[src/rtl/mult_8bit_seq.sv]
// ============================================================================
// Module   : mult_8bit_seq (+ full_adder_8bit)
// Brief    : Shift-and-add 8x8->16 unsigned multiplier, one add per clock.
// Revision : 1.0
// ============================================================================
`default_nettype none

module full_adder_8bit (
    input  logic [7:0] A,
    input  logic [7:0] B,
    input  logic       Cin,
    output logic [7:0] Sum,
    output logic       Cout
);
    logic [8:0] w_carry;

    assign w_carry[0] = Cin;

    for (genvar i = 0; i < 8; i++) begin : g_bit
        assign Sum[i]         = A[i] ^ B[i] ^ w_carry[i];
        assign w_carry[i + 1] = (A[i] & B[i]) | (w_carry[i] & (A[i] ^ B[i]));
    end

    assign Cout = w_carry[8];
endmodule

module mult_8bit_seq (
    input  logic        clk,
    input  logic        rst,
    input  logic        in_valid,
    output logic        in_ready,
    input  logic [7:0]  a,
    input  logic [7:0]  b,
    output logic        out_valid,
    input  logic        out_ready,
    output logic [15:0] product,
    output logic        busy
);
    typedef enum logic [1:0] {
        IDLE = 2'd0,
        RUN  = 2'd1,
        DONE = 2'd2
    } state_t;

    state_t     r_state;
    logic [7:0] r_m;
    logic [7:0] r_q;
    logic [7:0] r_acc;
    logic [2:0] r_cnt;
    logic       r_in_ready;
    logic       r_out_valid;
    logic       r_busy;

    logic [7:0] w_s;
    logic       w_c;

    full_adder_8bit u_adder (
        .A    (r_acc),
        .B    (r_m),
        .Cin  (1'b0),
        .Sum  (w_s),
        .Cout (w_c)
    );

    always_ff @(posedge clk) begin
        if (rst) begin
            r_state     <= IDLE;
            r_m         <= 8'h00;
            r_q         <= 8'h00;
            r_acc       <= 8'h00;
            r_cnt       <= 3'd0;
            r_in_ready  <= 1'b1;
            r_out_valid <= 1'b0;
            r_busy      <= 1'b0;
        end else begin
            case (r_state)
                IDLE: begin
                    if (in_valid) begin
                        r_m        <= a;
                        r_q        <= b;
                        r_acc      <= 8'h00;
                        r_cnt      <= 3'd0;
                        r_state    <= RUN;
                        r_in_ready <= 1'b0;
                        r_busy     <= 1'b1;
                    end
                end
                RUN: begin
                    // Add-or-skip, then shift the whole {ACC,Q} pair right by one.
                    if (r_q[0]) begin
                        {r_acc, r_q} <= {w_c, w_s, r_q[7:1]};
                    end else begin
                        {r_acc, r_q} <= {1'b0, r_acc, r_q[7:1]};
                    end
                    r_cnt <= r_cnt + 3'd1;
                    if (r_cnt == 3'd7) begin
                        r_state     <= DONE;
                        r_out_valid <= 1'b1;
                    end
                end
                DONE: begin
                    if (out_ready) begin
                        r_state     <= IDLE;
                        r_out_valid <= 1'b0;
                        r_busy      <= 1'b0;
                        r_in_ready  <= 1'b1;
                    end
                end
                default: begin
                    r_state     <= IDLE;
                    r_in_ready  <= 1'b1;
                    r_out_valid <= 1'b0;
                    r_busy      <= 1'b0;
                end
            endcase
        end
    end

    assign in_ready  = r_in_ready;
    assign out_valid = r_out_valid;
    assign busy      = r_busy;
    assign product   = {r_acc, r_q};
endmodule

`default_nettype wire
[config.mk]
export PLATFORM = sky130hd
export DESIGN_NAME = mult_8bit_seq
export DESIGN_NICKNAME = d
export VERILOG_FILES = /design/src/rtl/mult_8bit_seq.sv
export SDC_FILE = /design/constraint.sdc
export NUM_CORES = 1
export LEC_CHECK = 0
export ABC_AREA = 1
export ABC_CLOCK_PERIOD_IN_PS = 8780
export BUFFER_PORTS_ARGS = -buffer_cell sky130_fd_sc_hd__buf_2
export CAP_MARGIN = 20
export CORE_MARGIN = 4
export CORE_UTILIZATION = 56
export CTS_CLUSTER_SIZE = 10
export DETAILED_ROUTE_END_ITERATION = 10
export HOLD_SLACK_MARGIN = 0.15
export PLACE_DENSITY = 0.83
export SYNTH_ARGS = -nofsm -noshare
export SYNTH_HDL_FRONTEND = slang
export SYNTH_SLANG_ARGS = --single-unit
[constraint.sdc]
create_clock -name clk -period 8.78 [get_ports clk]
set_input_delay 0.878 -clock clk [delete_from_list [all_inputs] [get_ports clk]]
set_output_delay 0.878 -clock clk [all_outputs]
set_load 0.02 [all_outputs]
Word level (Yosys, flattened, before mapping)
Cells that the tools add are included.

word-level totals
  word-level logic and storage cells = 81
  bits of input ports = 20
  register bits after elaboration = 32
  output and inout port bits = 19

cells by class
  bitwise operators = 39
  muxes and demuxes = 20
  reductions and logical operators = 7
  add/subtract/negate cells = 1
  equal/unequal tests = 6

operators with widths
  operator                                             count
  two-way mux 8 bit                                    4
  case mux 8 bit (2 select lines)                      2
  bitwise AND 1 bit                                    15
  XOR 1 bit                                            15
  case mux 1 bit (3 select lines)                      3
  AND reduction 3 bit                                  3
  OR 1 bit                                             7
  two-way mux 2 bit                                    3
  != test 2 bit, second input constant                 3
  case mux 2 bit (3 select lines)                      1
  case mux 3 bit (2 select lines)                      1
  two-way mux 1 bit                                    5
  AND reduction 2 bit                                  2
  adder 3 x 1 -> 3 bit, second input constant          1
  equality test 3 bit, second input constant           1
  two-way mux 3 bit                                    1
  equality test 2 x 1 -> 1 bit, second input constant  1
  equality test 2 bit, second input constant           1
  zero test 2 bit                                      1
  inverter 1 bit                                       2
  nonzero test 2 bit                                   1

Logic depth before layout (Yosys ltp)
Gate-level depths: netlist of run 1.

  depth after elaboration = 17
  gate-level depth with buffers = 14
  mapped depth without buffers = 14

Hierarchy
From an unflattened synthesis of run 1, not the netlist that was laid out.

second synthesis, totals
  cells, all modules = 205
  area total of the unflattened synthesis = 1,542.7 µm²

modules (own cells, without submodules)
  module           seq. area each (µm²)  area an instance (µm²)  cells an instance  instances
  mult_8bit_seq    640.6                 1,345.0                 187                1
  full_adder_8bit  0.0                   197.7                   18                 1

Worst setup path before layout of run 1
OpenSTA, ideal clock, no wires.

  kind = register to register
  start point = reg r_acc[0]
  end point = reg r_acc[6]
  data arrival time = 3.443 ns
  cell stages (with the launch flop) = 15
  clock period less this slack = 3.513 ns
  path buffers = 0
  slack = 5.267 ns
  data required time = 8.710 ns
  library setup time = 0.070 ns
  cells stage by stage = dfxtp_1 > ha_1 > fa_1 > fa_1 > fa_1 > fa_1 > fa_1 > inv_1 > fa_1 > inv_1 > fa_1 > nand2_1 > nand2_1 > nand2_1 > a21oi_1

on the way
  word-level cells in the longest chain between the ends = 16

RTL lines
  item                             line  source
  start: declaration               48    logic [7:0] r_acc;
  start signal: assignment         91    {r_acc, r_q} <= {w_c, w_s, r_q[7:1]};
  start signal: assignment         93    {r_acc, r_q} <= {1'b0, r_acc, r_q[7:1]};
  bitwise AND 1 bit (2 in series)  21    assign w_carry[i + 1] = (A[i] & B[i]) | (w_carry[i] & (A[i] ^ B[i]));
  OR 1 bit                         21
  bitwise AND 1 bit                21
  OR 1 bit                         21
  bitwise AND 1 bit                21
  OR 1 bit                         21
  bitwise AND 1 bit                21
  OR 1 bit                         21
  bitwise AND 1 bit                21
  OR 1 bit                         21
  bitwise AND 1 bit                21
  OR 1 bit                         21
  XOR 1 bit                        20    assign Sum[i] = A[i] ^ B[i] ^ w_carry[i];
  two-way mux 8 bit                90    if (r_q[0]) begin
  case mux 8 bit (2 select lines)  76    case (r_state)

No other way between the ends.
A chain may end at the register's enable or synchronous reset.

Worst setup path after layout of run 1
Same ends and word-level chain as after synthesis.

==> impl_metrics.json, run 1 <==
{
  "yosys.area.top_type_share": 0.403,
  "cts_buffer_depth": 2,
  "gp_congestion": 0.772,
  "holdPathStages": 1,
  "cp_slowest_cell": "fa_1",
  "powerDensity_nw_per_um2": 167,
  "fin_nets": 278,
  "grt_pass1_vias": 1210,
  "setup_ws_ns": 5.16,
  "numCtsBuffers": 5,
  "worstMarginPinSlew_ns": 0.635,
  "drc": 0,
  "cp_slowest_stage_delay_ns": 0.47,
  "required_ns": 9.05,
  "synth_edf_count": 0,
  "setup_viol": 0,
  "syn_to_final_growth_pct": 13.9,
  "vias_per_cell": 5.01,
  "synth-async-reset-ratio": 0,
  "startpoint_type": "flip-flop",
  "fin_util": 0.663,
  "portBuffers": 38,
  "status": "complete, no violations",
  "crit_path_end_kind": "flip-flop",
  "ys_seq_area_frac": 0.403,
  "ir_drop_v": 0.000124,
  "clock_latency_ns": 0.33,
  "tritoncts": "done",
  "detail_route.wl_per_cell_um": 11.2,
  "ys_warn_count": 0,
  "arrival_ns": 3.89,
  "hold_path_class": "flip-flop to flip-flop",
  "ys.flop_type": "dfxtp_1",
  "drive_above_1_share": 0.229,
  "die_area_um2": 3760,
  "max_slew_margin": 0.575,
  "hpwl_um": 2300,
  "die_h_um": 61.3,
  "synthTopCellsByArea": "dfxtp_1 (40%), nand2_1 (16%), fa_1 (8.8%)",
  "antenna_found_initial": 0,
  "reg2reg_to": "r_acc[6]",
  "netlist_area_um2": 1590,
  "fillers": 259,
  "dpl_worst_slack_ns": 5.18,
  "fin_crit_sh": 0.412,
  "synth_most_common_cell": "nand2_1",
  "crit_top_cell": "fa_1",
  "path_cells": "ha_1 > fa_1 > fa_1 > fa_1 > fa_1 > fa_1 > inv_1 > fa_1 > inv_1 > fa_1 > nand2_1 > nand2_1 > nand2_1 > a21oi_1",
  "finalSetupTns_ns": 0,
  "layout_min_cycle_time_ns": 3.62,
  "hold_violations": 0,
  "grt_overflow_total": 0,
  "design.core.area_um2": 2730,
  "synth_seq_cells": 32,
  "crit_start": "r_acc[0]",
  "synth_nets": 241,
  "drt-initial-drc-count": 74,
  "yosys.cell_types.count": 20,
  "criticalPathCategory": "flip-flop to flip-flop",
  "drtPass1Iterations": 4,
  "timing.rr.start": "r_acc[0]",
  "grt_usage": 0.188,
  "endpoint": "r_acc[6]",
  "rsz0062_at_grt": "no",
  "syn_inst": 211,
  "cp_max_fo": 4,
  "num_vias": 1404,
  "synthTopCellsByCount": "nand2_1 (69), dfxtp_1 (32), nor2_1 (32)",
  "yosys.area.top_type": "dfxtp_1",
  "hold_ws_ns": 0.465,
  "final_area_um2": 1810,
  "cts-hold-fix-buffers": 0,
  "final-max-slew-violation-count": 0,
  "cts_setup_buffers": 0,
  "initial_core_util": 0.582,
  "num_rows": 19,
  "cts_htree_levels": 2,
  "insertedDiodeCount": 0,
  "cap_viol_max_count": 0,
  "leakage_uw": 0.000908,
  "ios": 39,
  "r2r_slack_ns": 5.16,
  "grt_max_degree": 27,
  "clockRootBuffer": "clkbuf_4",
  "cts_resized": 0,
  "grt_pass1_wl_um": 5110,
  "reg2reg_depth": 14,
  "wirelength_um": 3130,
  "syn_avg_cell_area_um2": 7.54,
  "die_x_um": 61.3,
  "clk_pin_slew_ns": 0.10,
  "skew_ns": 0.00536,
  "antenna_left": 0,
  "clock.fmax_ghz": 0.276,
  "placed_area_um2": 1750,
  "clkSinkCount": 32
}
[metrics by stage]
stage,total power [uW],instances
global placement,216,272
detailed placement,217,272
global route,318,280
floorplan,205,211
CTS,304,280
finish,302,280
[flip-flops by register name, summed over array words and instances (netlist names)]
signal     count
r_state        2
out_valid      1
busy           1
r_acc          8
r_q            8
in_ready       1
r_m            8
r_cnt          3
[layout make-up]
class / count / area (um2) / area share
multi-input combinational: 152 / 808 / 0.446
clock inverter: 2 / 10.0 / 0.00552
timing repair buffer: 38 / 190 / 0.105
inverter: 19 / 72.6 / 0.0401
clock buffer: 6 / 51.3 / 0.0283
sequential: 32 / 641 / 0.354
tap: 31 / 38.8 / 0.0214
[report_power, final]
part	leakage [uW]	switching, uW	internal [uW]	total [uW]
clock	0.0000380	49.8	38.1	87.9
sequential	0.000263	7.13	154	161
combinational	0.000607	34.0	18.6	52.6
[worst min-delay path by stage]
stage / start / end / slack (ns)
floorplan: r_cnt[0] / r_cnt[0] / 0.43
global placement: in_ready / in_ready / 0.44
detailed placement: in_ready / in_ready / 0.45
CTS: r_cnt[0] / r_cnt[0] / 0.47
global route: busy / busy / 0.50
finish: r_cnt[0] / r_cnt[0] / 0.47
[critical path, delay by kind of cell, from the launching register on]
family                     cells  cell delay (ns)
adders and majority gates      8             2.79
and+or+nand+nor                3             0.18
DFF                            1             0.35
AOI/OAI and AO/OA              1             0.12
buffers and inverters          2             0.12
[metal layers]
layer	global-route usage	share of wire
met5	0	0
met4	0.102	0.022
met3	0.0524	0.057
met2	0.296	0.47
met1	0.233	0.45
[cell usage in the layout, fill, tap and decap left out]
master	count
ha_1	3
a21oi_1	14
clkbuf_4	5
clkinv_1	2
inv_1	15
nor2_1	32
o21ai_2	7
nand2_1	69
inv_2	1
o21ai_0	11
dfxtp_1	32
o21a_1	1
fa_1	7
clkinv_2	3
clkbuf_8	1
nand3_1	6
nand2_4	1
buf_2	38
o21ai_4	1
[logic make-up (layout without fill, tap and decap cells)]
family,Yosys count,in the layout,synth area share
adders and majority gates,10,10,0.112
AOI/OAI and AO/OA,34,34,0.132
and+or+nand+nor,108,108,0.264
buffers and inverters,27,65,0.0889
DFF,32,32,0.403
No activity file was read; power rests on OpenSTA's default activity.
==> inputs of run 2 (changes only) <==
--- a/config.mk
+++ b/config.mk
@@ -6,15 +6,15 @@
 export NUM_CORES = 1
 export LEC_CHECK = 0
 export ABC_AREA = 1
-export ABC_CLOCK_PERIOD_IN_PS = 8780
+export ABC_CLOCK_PERIOD_IN_PS = 2900
 export BUFFER_PORTS_ARGS = -buffer_cell sky130_fd_sc_hd__buf_2
 export CAP_MARGIN = 20
 export CORE_MARGIN = 4
-export CORE_UTILIZATION = 56
+export CORE_UTILIZATION = 47
 export CTS_CLUSTER_SIZE = 10
 export DETAILED_ROUTE_END_ITERATION = 10
 export HOLD_SLACK_MARGIN = 0.15
-export PLACE_DENSITY = 0.83
+export PLACE_DENSITY = 0.74
 export SYNTH_ARGS = -nofsm -noshare
 export SYNTH_HDL_FRONTEND = slang
 export SYNTH_SLANG_ARGS = --single-unit
==> constraint.sdc (replaced) <==
create_clock -name clk -period 2.9 [get_ports clk]
set_input_delay 0.29 -clock clk [delete_from_list [all_inputs] [get_ports clk]]
set_output_delay 0.29 -clock clk [all_outputs]
set_load 0.02 [all_outputs]
==> run 2 against run 1 <==
Against the previous run: the run now ends with negative setup slack left; global-route usage down 1.9 points; clock skew down 0.0016 ns; die area up 17%; critical path depth unchanged; sequential share of layout area down 0.89 points.
==> impl_metrics.json, run 2 (synthesized netlist as in run 1, its figures left out) <==
{
  "status": "complete, but fails checks",
  "violations": "negative setup slack",
  "antenna_found_initial": 0,
  "drc": 0,
  "clockRootBuffer": "clkbuf_4",
  "wirelength_um": 3220,
  "hold_ws_ns": 0.197,
  "final_common_cell": "nand2_1",
  "portBuffers": 38,
  "powerDensity_nw_per_um2": 490,
  "criticalPathCategory": "flip-flop to flip-flop",
  "die_x_um": 66.2,
  "crit_path_end_kind": "flip-flop",
  "hold_path_class": "input port to flip-flop",
  "cts_htree_levels": 2,
  "grt_overflow_total": 0,
  "skew_ns": 0.00375,
  "detail_route.wl_per_cell_um": 10.9,
  "fin_util": 0.594,
  "required_ns": 3.18,
  "rsz0062_at_grt": "yes",
  "insertedDiodeCount": 0,
  "antenna_left": 0,
  "leakage_uw": 0.000907,
  "numCtsBuffers": 5,
  "drtPass1Iterations": 6,
  "setup_viol": 3,
  "fin_nets": 280,
  "die_h_um": 66.2,
  "syn_to_final_growth_pct": 17.8,
  "design.core.area_um2": 3150,
  "clock_latency_ns": 0.34,
  "dpl_worst_slack_ns": -0.417,
  "ir_drop_v": 0.000284,
  "cp_max_fo": 2,
  "drt-initial-drc-count": 93,
  "ios": 39,
  "layout_min_cycle_time_ns": 3.35,
  "final-max-slew-violation-count": 0,
  "initial_core_util": 0.504,
  "cts_buffer_depth": 2,
  "hpwl_um": 2320,
  "clkSinkCount": 32,
  "startpoint_type": "flip-flop",
  "reg_top3": "r_acc: 8 flops, r_m: 8 flops, r_q: 8 flops",
  "grt_pass1_vias": 1282,
  "hold_violations": 0,
  "die_area_um2": 4380,
  "gp_congestion": 0.775,
  "clock.fmax_ghz": 0.298,
  "cts-hold-fix-buffers": 0,
  "num_rows": 20,
  "max_slew_margin": 0.580,
  "cts_setup_buffers": 0,
  "drive_above_1_share": 0.271,
  "grt_pass1_wl_um": 5540,
  "cap_viol_max_count": 0,
  "grt_max_degree": 27,
  "clk_pin_slew_ns": 0.10,
  "setup_ws_ns": -0.453,
  "fin_crit_sh": 1.16,
  "final_cell_mix": "nand2_1 (69), buf_2 (38), nor2_1 (32)",
  "arrival_ns": 3.63,
  "r2r_slack_ns": -0.45,
  "grt_usage": 0.169,
  "tritoncts": "done",
  "worstMarginPinSlew_ns": 0.628,
  "vias_per_cell": 4.73,
  "num_vias": 1394
}
run 2: changes by cell type in the layout (fill, tap and decap cells not counted), sizes merged:
cell  previous run  this run
buf             38        40
run 2: layout make-up:
type | count | area (um2)
flip-flops and latches | 32 | 646
multi-input cells | 152 | 833
fillers | 323 | 1280
repair buffers | 40 | 205
well taps | 44 | 55.1
clock inverters | 2 | 10.0
clock buffers | 6 | 51.3
inverters | 19 | 72.6
run 2: power breakdown:
part	internal [uW]	leakage (uW)	total [uW]	switching, uW
clock network	115	0.0000380	269	154
registers	466	0.000264	489	23.1
logic	57.8	0.000605	159	101
run 2: final timing paths:
check             endpoint      from  cells past startpoint
hold / removal      r_m[6]      a[6]                      3
setup reg to reg  r_acc[6]  r_acc[0]                     14
setup / recovery  r_acc[6]  r_acc[0]                     14
hold reg to reg       busy      busy                      2
run 2: timing repair:
action,4_1_cts,5_1_grt
resized for setup,1,0
cloned,0,0
pin swaps,1,1
setup endpoints to repair,3,3
run 2: metrics by stage:
step / total power [uW] / cells / setup TNS [ns] / instance area (um2)
global placement: 657 / 287 / -0.539 / 1810
floorplan: 621 / 211 / -0.516 / 1620
global route: 978 / 295 / -1.14 / 1870
detailed placement: 659 / 287 / -0.682 / 1810
CTS: 925 / 295 / -0.732 / 1870
finish: 917 / 295 / -0.780 / 1870
run 2: critical path: stages, from the launching register on:
cell	delay (ns)
dfxtp_4	0.37
ha_4	0.16
fa_2	0.34
fa_2	0.35
fa_2	0.34
fa_2	0.34
fa_2	0.34
inv_2	0.06
fa_1	0.14
inv_1	0.05
fa_1	0.47
nand2_1	0.06
nand2_1	0.09
nand2_1	0.05
a21oi_1	0.13
run 2: layer usage:
layer	track usage	wire (um)
met5	0	0
met2	0.255	1410
met3	0.0408	169
met1	0.221	1580
met4	0.0914	58
==> inputs of run 3 (changes only) <==
--- a/config.mk
+++ b/config.mk
@@ -6,15 +6,16 @@
 export NUM_CORES = 1
 export LEC_CHECK = 0
 export ABC_AREA = 1
-export ABC_CLOCK_PERIOD_IN_PS = 2900
+export ABC_CLOCK_PERIOD_IN_PS = 3500
 export BUFFER_PORTS_ARGS = -buffer_cell sky130_fd_sc_hd__buf_2
 export CAP_MARGIN = 20
 export CORE_MARGIN = 4
-export CORE_UTILIZATION = 47
+export CORE_UTILIZATION = 52
 export CTS_CLUSTER_SIZE = 10
 export DETAILED_ROUTE_END_ITERATION = 10
 export HOLD_SLACK_MARGIN = 0.15
-export PLACE_DENSITY = 0.74
+export PLACE_DENSITY = 0.78
+export SKIP_CTS_REPAIR_TIMING = 1
 export SYNTH_ARGS = -nofsm -noshare
 export SYNTH_HDL_FRONTEND = slang
 export SYNTH_SLANG_ARGS = --single-unit
==> constraint.sdc (replaced) <==
create_clock -name clk -period 3.5 [get_ports clk]
set_input_delay 0.7 -clock clk [delete_from_list [all_inputs] [get_ports clk]]
set_output_delay 0.7 -clock clk [all_outputs]
set_load 0.02 [all_outputs]
==> run 3 against run 2 <==
Against the previous run: the flow now finishes without violations; clock power shrank 16%; die area shrank 8.5%; highest routed layer unchanged; combinational power fell by 17%; total power shrank 17%; core utilization up 5.4 points; critical endpoint unchanged; via count decreased by 1.5%; first-iteration DRC count is 7.5% higher.
==> impl_metrics.json, run 3 (synthesized netlist as in run 1, its figures left out) <==
{
  "status": "complete, no violations",
  "final_cell_mix": "nand2_1 (69), buf_2 (38), nor2_1 (32)",
  "drt-initial-drc-count": 100,
  "cts_buffer_depth": 2,
  "clockRootBuffer": "clkbuf_4",
  "reg_top3": "r_acc: 8 flops, r_m: 8 flops, r_q: 8 flops",
  "syn_to_final_growth_pct": 15.3,
  "required_ns": 3.78,
  "insertedDiodeCount": 0,
  "num_rows": 19,
  "die_x_um": 63.3,
  "grt_usage": 0.178,
  "path_cells": "ha_1 > fa_2 > fa_2 > fa_2 > fa_2 > fa_1 > inv_1 > fa_1 > inv_1 > fa_1 > nand2_1 > nand2_1 > nand2_1 > a21oi_2",
  "fillers": 263,
  "antenna_left": 0,
  "grt_pass1_vias": 1258,
  "clock.fmax_ghz": 0.299,
  "worstMarginPinSlew_ns": 0.659,
  "ios": 39,
  "arrival_ns": 3.63,
  "path_buf_inv": 2,
  "hpwl_um": 2210,
  "timing.rr.start": "r_acc[0]",
  "dpl_worst_slack_ns": -0.00945,
  "cp_slowest_stage_delay_ns": 0.47,
  "criticalPathCategory": "flip-flop to flip-flop",
  "startpoint_type": "flip-flop",
  "hold_violations": 0,
  "leakage_uw": 0.000905,
  "cts_htree_levels": 2,
  "hold_path_class": "flip-flop to flip-flop",
  "portBuffers": 38,
  "clkSinkCount": 32,
  "design.core.area_um2": 2830,
  "cp_max_fo": 2,
  "cp_slowest_cell": "fa_1",
  "final-max-slew-violation-count": 0,
  "drc": 0,
  "cap_viol_max_count": 0,
  "grt_pass1_wl_um": 5620,
  "initial_core_util": 0.562,
  "fin_nets": 279,
  "skew_ns": 0.0137,
  "layout_min_cycle_time_ns": 3.35,
  "vias_per_cell": 4.89,
  "drive_above_1_share": 0.256,
  "clk_pin_slew_ns": 0.11,
  "grt_overflow_total": 0,
  "reg2reg_to": "r_acc[6]",
  "die_area_um2": 4010,
  "r2r_slack_ns": 0.15,
  "max_slew_margin": 0.559,
  "numCtsBuffers": 5,
  "grt_max_degree": 27,
  "final_area_um2": 1830,
  "cp.depth": 14,
  "wirelength_um": 3160,
  "setup_ws_ns": 0.150,
  "critical_path.top_delay_family": "adder cells",
  "ir_drop_v": 0.000244,
  "antenna_found_initial": 0,
  "endpoint": "r_acc[6]",
  "clock_latency_ns": 0.34,
  "drtPass1Iterations": 4,
  "crit_start": "r_acc[0]",
  "die_h_um": 63.3,
  "rsz0062_at_grt": "no",
  "fin_crit_sh": 0.957,
  "setup_viol": 0,
  "detail_route.wl_per_cell_um": 11.3,
  "tritoncts": "done",
  "placed_area_um2": 1760,
  "crit_path_end_kind": "flip-flop",
  "gp_congestion": 0.776,
  "crit_top_cell": "fa_2",
  "final_common_cell": "nand2_1",
  "reg2reg_depth": 14,
  "num_vias": 1373,
  "powerDensity_nw_per_um2": 416
}
==> run 3: cell types whose count changed in the layout (fill, tap and decap cells not counted), sizes merged <==
cell  previous run  this run
buf             40        39
==> run 3: how the worst min path moves through the flow <==
stage / startpoint / slack (ns) / depth (start not counted) / to
floorplan: r_cnt[0] / 0.43 / 1 / r_cnt[0]
global placement: in_ready / 0.44 / 2 / in_ready
detailed placement: in_ready / 0.45 / 2 / in_ready
CTS: busy / 0.46 / 2 / busy
global route: r_state[1] / 0.50 / 2 / r_state[1]
finish: busy / 0.47 / 2 / busy
==> run 3: worst register-to-register path: stages (launching register included) <==
cell and delay [ns]:
dfxtp_2 0.33, ha_1 0.20, fa_2 0.34, fa_2 0.34, fa_2 0.34, fa_2 0.34
fa_1 0.36, inv_1 0.07, fa_1 0.16, inv_1 0.05, fa_1 0.47, nand2_1 0.05
nand2_1 0.08, nand2_1 0.05, a21oi_2 0.10
==> run 3: stage by stage <==
step | util | TNS, ns | cells | total power [uW] | hold slack (ns)
after detailed placement | 0.622 | -0.00945 | 273 | 545 | 0.448
after global routing | 0.648 | 0 | 281 | 813 | 0.504
after floorplan | - | 0 | 211 | 514 | 0.430
final | 0.648 | 0 | 281 | 762 | 0.466
after global placement | 0.622 | 0 | 273 | 543 | 0.440
after CTS | 0.644 | -0.0364 | 281 | 767 | 0.464
==> run 3: power breakdown <==
group	internal, uW	leakage, uW	switching, uW
registers	386	0.000263	18.3
logic	47.1	0.000603	85.2
clock network	95.5	0.0000380	130
total	529	0.000905	233
==> run 3: cell type report <==
type / count / area (um2) / share of cell area
well taps: 31 / 38.8 / 0.0211
clock buffers: 6 / 51.3 / 0.0280
multi-input cells: 152 / 822 / 0.448
inverters: 19 / 72.6 / 0.0396
repair buffers: 39 / 198 / 0.108
flip-flops and latches: 32 / 642 / 0.350
clock inverters: 2 / 10.0 / 0.00546
==> run 3: routing by layer <==
layer	share of wire	GRT usage
met4	0.018	0.0809
met2	0.44	0.269
met3	0.056	0.0657
met1	0.49	0.225
met5	0	0
